**src/rtl/plat_scroll_sched.sv**
```systemverilog
// Once-per-frame scroll scheduler for the platform position file: computes the
// scroll amount, walks every slot once, respawns fallen platforms, keeps score.
module plat_scroll_sched #(
    parameter int NUM_PLAT    = 16,
    parameter int SCREEN_H    = 480,
    parameter int FIELD_W     = 320,
    parameter int PLAT_W      = 40,
    parameter int SCROLL_LINE = 200,
    parameter int MAX_SCROLL  = 15
) (
    input  logic        Clk,
    input  logic        Reset_n,
    input  logic        frame_clk,
    input  logic        run,
    input  logic        restart,
    input  logic [9:0]  doodle_y,
    input  logic [3:0]  rd_idx,
    output logic [8:0]  rd_x,
    output logic [8:0]  rd_y,
    output logic [3:0]  doodle_pull,
    output logic        busy,
    output logic        update_done,
    output logic [19:0] score,
    output logic        game_over
);

    localparam logic [1:0] IDLE   = 2'd0;
    localparam logic [1:0] CALC   = 2'd1;
    localparam logic [1:0] UPDATE = 2'd2;
    localparam logic [1:0] DONE   = 2'd3;

    localparam logic [9:0]  SCREEN_H_V = 10'(SCREEN_H);
    localparam logic [9:0]  SCROLL_V   = 10'(SCROLL_LINE);
    localparam logic [9:0]  MAX_V      = 10'(MAX_SCROLL);
    localparam logic [8:0]  SPAN_V     = 9'(FIELD_W - PLAT_W);
    localparam logic [15:0] LFSR_SEED  = 16'hACE1;

    logic [1:0]  state_q, state_d;
    logic [3:0]  k_q, k_d;
    logic [3:0]  pull_q, pull_d;
    logic [19:0] score_q, score_d;
    logic        go_q, go_d;
    logic [15:0] lfsr_q, lfsr_d;
    logic [1:0]  sync_q, sync_d;
    logic        prev_q, prev_d;

    logic        tick;
    logic [9:0]  scroll_diff;
    logic [3:0]  calc_s;
    logic [20:0] score_sum;
    logic [8:0]  lfsr_l;
    logic [8:0]  spawn_x;
    logic [8:0]  x_arr [NUM_PLAT];
    logic [8:0]  y_arr [NUM_PLAT];

    // frame_clk is foreign to this domain; edge detect after two flops
    always_comb begin
        sync_d = {sync_q[0], frame_clk};
        prev_d = sync_q[1];
        tick   = sync_q[1] & ~prev_q & (state_q == IDLE) & run & ~restart;
    end

    always_comb begin
        lfsr_d = restart ? LFSR_SEED
                         : {lfsr_q[0] ^ lfsr_q[2] ^ lfsr_q[3] ^ lfsr_q[5], lfsr_q[15:1]};
        lfsr_l  = lfsr_q[8:0];
        spawn_x = (lfsr_l >= SPAN_V) ? (lfsr_l - SPAN_V) : lfsr_l;
    end

    always_comb begin
        scroll_diff = SCROLL_V - doodle_y;
        if (go_q || doodle_y >= SCREEN_H_V || doodle_y >= SCROLL_V) begin
            calc_s = 4'd0;
        end else if (scroll_diff > MAX_V) begin
            calc_s = 4'(MAX_SCROLL);
        end else begin
            calc_s = scroll_diff[3:0];
        end
    end

    always_comb begin
        state_d   = state_q;
        k_d       = k_q;
        pull_d    = pull_q;
        score_d   = score_q;
        go_d      = go_q;
        score_sum = {1'b0, score_q} + 21'(pull_q);
        if (restart) begin
            state_d = IDLE;
            k_d     = 4'd0;
            pull_d  = 4'd0;
            score_d = 20'd0;
            go_d    = 1'b0;
        end else begin
            case (state_q)
                IDLE: begin
                    if (tick) state_d = CALC;
                end
                CALC: begin
                    k_d = 4'd0;
                    if (doodle_y >= SCREEN_H_V) begin
                        go_d    = 1'b1;
                        pull_d  = 4'd0;
                        state_d = DONE;
                    end else begin
                        pull_d  = calc_s;
                        state_d = UPDATE;
                    end
                end
                UPDATE: begin
                    k_d = k_q + 4'd1;
                    if (k_q == 4'(NUM_PLAT - 1)) state_d = DONE;
                end
                DONE: begin
                    score_d = score_sum[20] ? 20'hFFFFF : score_sum[19:0];
                    state_d = IDLE;
                end
                default: state_d = IDLE;
            endcase
        end
    end

    always_ff @(posedge Clk or negedge Reset_n) begin
        if (!Reset_n) begin
            state_q <= IDLE;
            k_q     <= 4'd0;
            pull_q  <= 4'd0;
            score_q <= 20'd0;
            go_q    <= 1'b0;
            lfsr_q  <= LFSR_SEED;
            sync_q  <= 2'b00;
            prev_q  <= 1'b0;
        end else begin
            state_q <= state_d;
            k_q     <= k_d;
            pull_q  <= pull_d;
            score_q <= score_d;
            go_q    <= go_d;
            lfsr_q  <= lfsr_d;
            sync_q  <= sync_d;
            prev_q  <= prev_d;
        end
    end

    genvar gi;
    generate
        for (gi = 0; gi < NUM_PLAT; gi++) begin : g_slot
            localparam logic [8:0] X_INIT = 9'(16 * gi + 20);
            localparam logic [8:0] Y_INIT = 9'(30 * gi);

            logic [8:0] x_q, x_d;
            logic [8:0] y_q, y_d;
            logic [9:0] t;

            always_comb begin
                x_d = x_q;
                y_d = y_q;
                t   = {1'b0, y_q} + {6'd0, pull_q};
                if (restart) begin
                    x_d = X_INIT;
                    y_d = Y_INIT;
                end else if (state_q == UPDATE && k_q == 4'(gi)) begin
                    // a platform scrolled past the bottom wraps to the top at a fresh X
                    if (t >= SCREEN_H_V) begin
                        y_d = 9'(t - SCREEN_H_V);
                        x_d = spawn_x;
                    end else begin
                        y_d = t[8:0];
                    end
                end
            end

            always_ff @(posedge Clk or negedge Reset_n) begin
                if (!Reset_n) begin
                    x_q <= X_INIT;
                    y_q <= Y_INIT;
                end else begin
                    x_q <= x_d;
                    y_q <= y_d;
                end
            end

            assign x_arr[gi] = x_q;
            assign y_arr[gi] = y_q;
        end
    endgenerate

    assign rd_x        = x_arr[rd_idx];
    assign rd_y        = y_arr[rd_idx];
    assign doodle_pull = pull_q;
    assign busy        = (state_q != IDLE);
    assign update_done = (state_q == DONE);
    assign score       = score_q;
    assign game_over   = go_q;

endmodule

```
**config.mk**
```make
export PLATFORM = sky130hd
export DESIGN_NAME = plat_scroll_sched
export DESIGN_NICKNAME = d
export VERILOG_FILES = /design/src/rtl/plat_scroll_sched.sv
export SDC_FILE = /design/constraint.sdc
export NUM_CORES = 1
export LEC_CHECK = 0
export BUFFER_PORTS_ARGS = -buffer_cell sky130_fd_sc_hd__buf_2
export CORE_MARGIN = 2
export CORE_UTILIZATION = 32
export DETAILED_ROUTE_END_ITERATION = 7
export MAX_ROUTING_LAYER = met4
export PLACE_DENSITY = 0.52
export SETUP_SLACK_MARGIN = 0.15
export SYNTH_ARGS = -nofsm -noshare
export SYNTH_HDL_FRONTEND = slang
export SYNTH_SLANG_ARGS = --single-unit
```
**constraint.sdc**
```tcl
create_clock -name Clk -period 4.05 [get_ports Clk]
set_input_delay 0.2025 -clock Clk [delete_from_list [all_inputs] [get_ports Clk]]
set_output_delay 0.2025 -clock Clk [all_outputs]
set_load 0.1 [all_outputs]
```
==> metrics.md <==
| Metric | Value |
|---|---|
| Fillers | `6781` |
| EDFF count, synth | `0` |
| Final Wtd Congestion | `0.887` |
| Post-synthesis cell area | `0.0222 mm^2` |
| Final WL | `65.4 mm` |
| Hpwl dp | `45.4 mm` |
| Dominant cell type by area after synthesis | `dfrtp_1` |
| Commonest cells after routing, fill and taps aside | `dfrtp_1 (220), nor2_1 (207), nand2_1 (190)` |
| Status | `completed` |
| Fraction of layout cells with a size suffix above 1 | `18.2%` |
| DRT Pass-1 Iters | `7` |
| Data required, critical path | `4.47 ns` |
| Site Rows | `96` |
| Clk Latency, worst-skew pair | `0.58 ns` |
| Area of the die | `0.0713 mm^2` |
| Cts hold-fix bufs | `2` |
| Fin worst setup slack | `0.611 ns` |
| Die height | `267 um` |
| Lkg Pwr | `10.2 nW` |
| Combinational share of power | `16.4%` |
| GRT met3 Usage | `2.94%` |
| Worst Path Max Fanout | `16` |
| Routed Antenna Nets | `0` |
| Post-CTS setup buffer count | `0` |
| Layout area overhead | `12.0%` |
| Yosys warning count | `0` |
| Mapped Cells | `2285` |
| Clock skew | `0.0225 ns` |
| # IOs | `64` |
| CP max stage delay | `0.76 ns` |
| Residual DRC | `0` |
| Commonest non-fill, non-tap cell in the layout | `dfrtp_1` |
| Post-route clock period utilization | `84.9%` |
| Bufs and invs on worst path | `1` |
| CTS tree | `yes` |
| Clock transition at path regs | `0.06 ns` |
| Peak Freq | `291 MHz` |
| Drt via density | `5.55` |
| Tmin final | `3.44 ns` |
| Initial Utilization | `32.3%` |
| Worst Hold Class | `in2reg` |
| CTS-repair resized insts | `0` |
| Routed WL per cell | `20.2 um` |
| Synth top area cells | `dfrtp_1 (25%), dfstp_2 (14%), mux4_2 (9.2%)` |
| Clock group share of total power | `43.4%` |
| Pwr dens | `354 mW/mm^2` |
| FFs w/ async S/R, synth | `100%` |
| Top cell type's share of synthesized area | `25.0%` |
| Core Area | `0.0686 mm^2` |
| Gr usage total | `19.0%` |
| Yosys cell types | `85` |
| Vias in the first global route | `17700` |
| Worst path slowest cell | `dfrtp_1` |
| Port bufs | `63` |
| Cell Chain, Critical Path | `buf_4, ha_1, nand3_1, o211ai_1, a31oi_1, a211oi_2, o21ai_2, mux2i_1, nor2_1` |
| Syn nets | `2416` |
| TNS Setup | `0 ns` |
| Avg Inst Size Synth | `9.69 um^2` |
| DRT iter0 DRCs | `1614` |
| Global-route met2 utilization | `28.7%` |
| First-pass GRT wire length | `104 mm` |
| Fin. Hold Viols | `0` |
| Power Internal | `6.15 mW` |
| Final Net Count | `2410` |
| Arrival @ worst endpoint | `3.86 ns` |
| Slew @ Worst Pin | `1.02 ns` |
| Root Buffer | `clkbuf_16` |
| RSZ-0062 raised after global routing | `false` |
| H-tree depth | `2` |
| Sequential cell area fraction in the yosys report | `38.8%` |
| Max Slew Vio Count | `0` |
| DIE WIDTH | `267 um` |
| CP startpoint kind | `register` |
| Synth Flop Type | `dfrtp_1` |
| Max_cap viols | `0` |
| Worst setup EP type | `register` |
| Core Util, Final | `36.2%` |
| Number of synthesized register bits | `338` |
| Peak supply drop | `0.000264 V` |
| Pwr Total | `8.78 mW` |
| Largest net degree at the start of global routing | `171` |
| Switching share of power | `30.0%` |
| Clock sink count | `338` |
| Sequential power share | `40.2%` |
| NetSw | `2.64 mW` |
| Final setup fails | `0` |
| Pre-CTS setup slack | `0.590 ns` |
| Cts bufs inserted | `42` |
| Vias | `18000` |
| # diodes | `0` |
| M1 GR Usage | `27.0%` |
| Congestion Overflow GR | `0` |
| Antenna violations before repair | `0` |
| Grt peak-use layer | `met2` |
| Crit path kind | `reg2reg` |
| Slew margin rel. | `32.0%` |
| Longest Clk Path Bufs | `3` |
| Crit path max-delay family | `compound AO/OA/AOI/OAI gates` |
kinds of logic (layout without fill, tap and decap cells):
logic type / count (synthesis) / after routing / synth area share (%)
xor+xnor: 81 / 81 / 3.20
buf+inv: 211 / 239 / 3.91
mux: 168 / 168 / 12.7
simple gates: 789 / 789 / 17.1
compound gates: 586 / 586 / 17.3
flops: 338 / 338 / 38.8
fa+ha+maj: 112 / 112 / 6.90
area by class of cell:
class	count	area, um^2	share of cell area [%]
clock inverters	7	66.3	0.267
well taps	931	1160	4.70
multi-input cells	1736	12700	51.1
flip-flops and latches	338	8610	34.7
repair buffers	104	753	3.04
inverters	57	215	0.867
clock buffers	71	1310	5.30
worst paths after layout:
check	from	end	slack, ns	depth (start not counted)
setup / recovery	doodle_pull[3]$_DFFE_PN0P_	g_slot[11].x_q[4]$_DFFE_PN0P_	0.61	9
hold / removal	run	state_q[1]$_DFFE_PN0P_	0.05	5
hold reg to reg	sync_q[0]$_DFF_PN0_	sync_q[1]$_DFF_PN0_	0.35	0
min in group asynchronous	Reset_n	g_slot[12].y_q[4]$_DFFE_PN0P_	0.19	2
max in group asynchronous	Reset_n	g_slot[7].x_q[2]$_DFFE_PN1P_	2.80	3
setup reg to reg	doodle_pull[3]$_DFFE_PN0P_	g_slot[11].x_q[4]$_DFFE_PN0P_	0.61	9
flip-flops by register name, indices dropped and copies added (netlist names):
name,flops
lfsr_q,16
prev_q,1
g_slot.x_q,144
score,20
k_q,4
game_over,1
sync_q,2
doodle_pull,4
g_slot.y_q,144
state_q,2
power groups by stage:
stage          clock [mW]  sequential, mW  combinational, mW
3_5_place_dp            0            3.59               1.44
4_1_cts              3.91            3.53               1.44
6_report             3.82            3.53               1.44
3_3_place_gp            0            3.58               1.42
2_1_floorplan           0            3.65              0.908
5_1_grt              4.07            3.54               1.56
worst min-delay path, delay by kind of cell:
kind | cells | cell delay [ns]
and+or+nand+nor | 3 | 0.21
buffers and inverters | 1 | 0.10
AOI/OAI and AO/OA | 1 | 0.08
per-layer routing:
layer / vias to the layer above / share of wire [%]
met2: 483 / 45
met3: 78 / 5.9
li1: 8397 / -
met5: - / 0
met4: 0 / 1.7
met1: 9040 / 47
Yosys cell counts (17+ instances only):
master    number
a211oi_1      52
a21o_1        25
a21oi_1      184
a31oi_1       25
and2_1        20
and3_1        34
buf_2         34
clkbuf_1      98
dfrtp_1      221
dfstp_2      117
fa_1          17
ha_1          95
inv_1         56
mux2i_1       73
mux4_2        90
nand2_1      190
nand2b_1      21
nand3_1      110
nand4_1       18
nor2_1       207
nor2b_1       38
nor3_1        78
o211ai_1      31
o21ai_0      108
xnor2_1       49
xor2_1        32
metrics by stage:
step                hold WS [ns]  std cells  area (um^2)
global placement           0.276       3164        23400
detailed placement         0.276       3164        23400
finish                    0.0548       3244        24800
global route              0.0724       3244        24800
CTS                       0.0365       3244        24800
floorplan                -0.0931       2285        22200
Note: power is estimated with default switching activity, not from simulation.
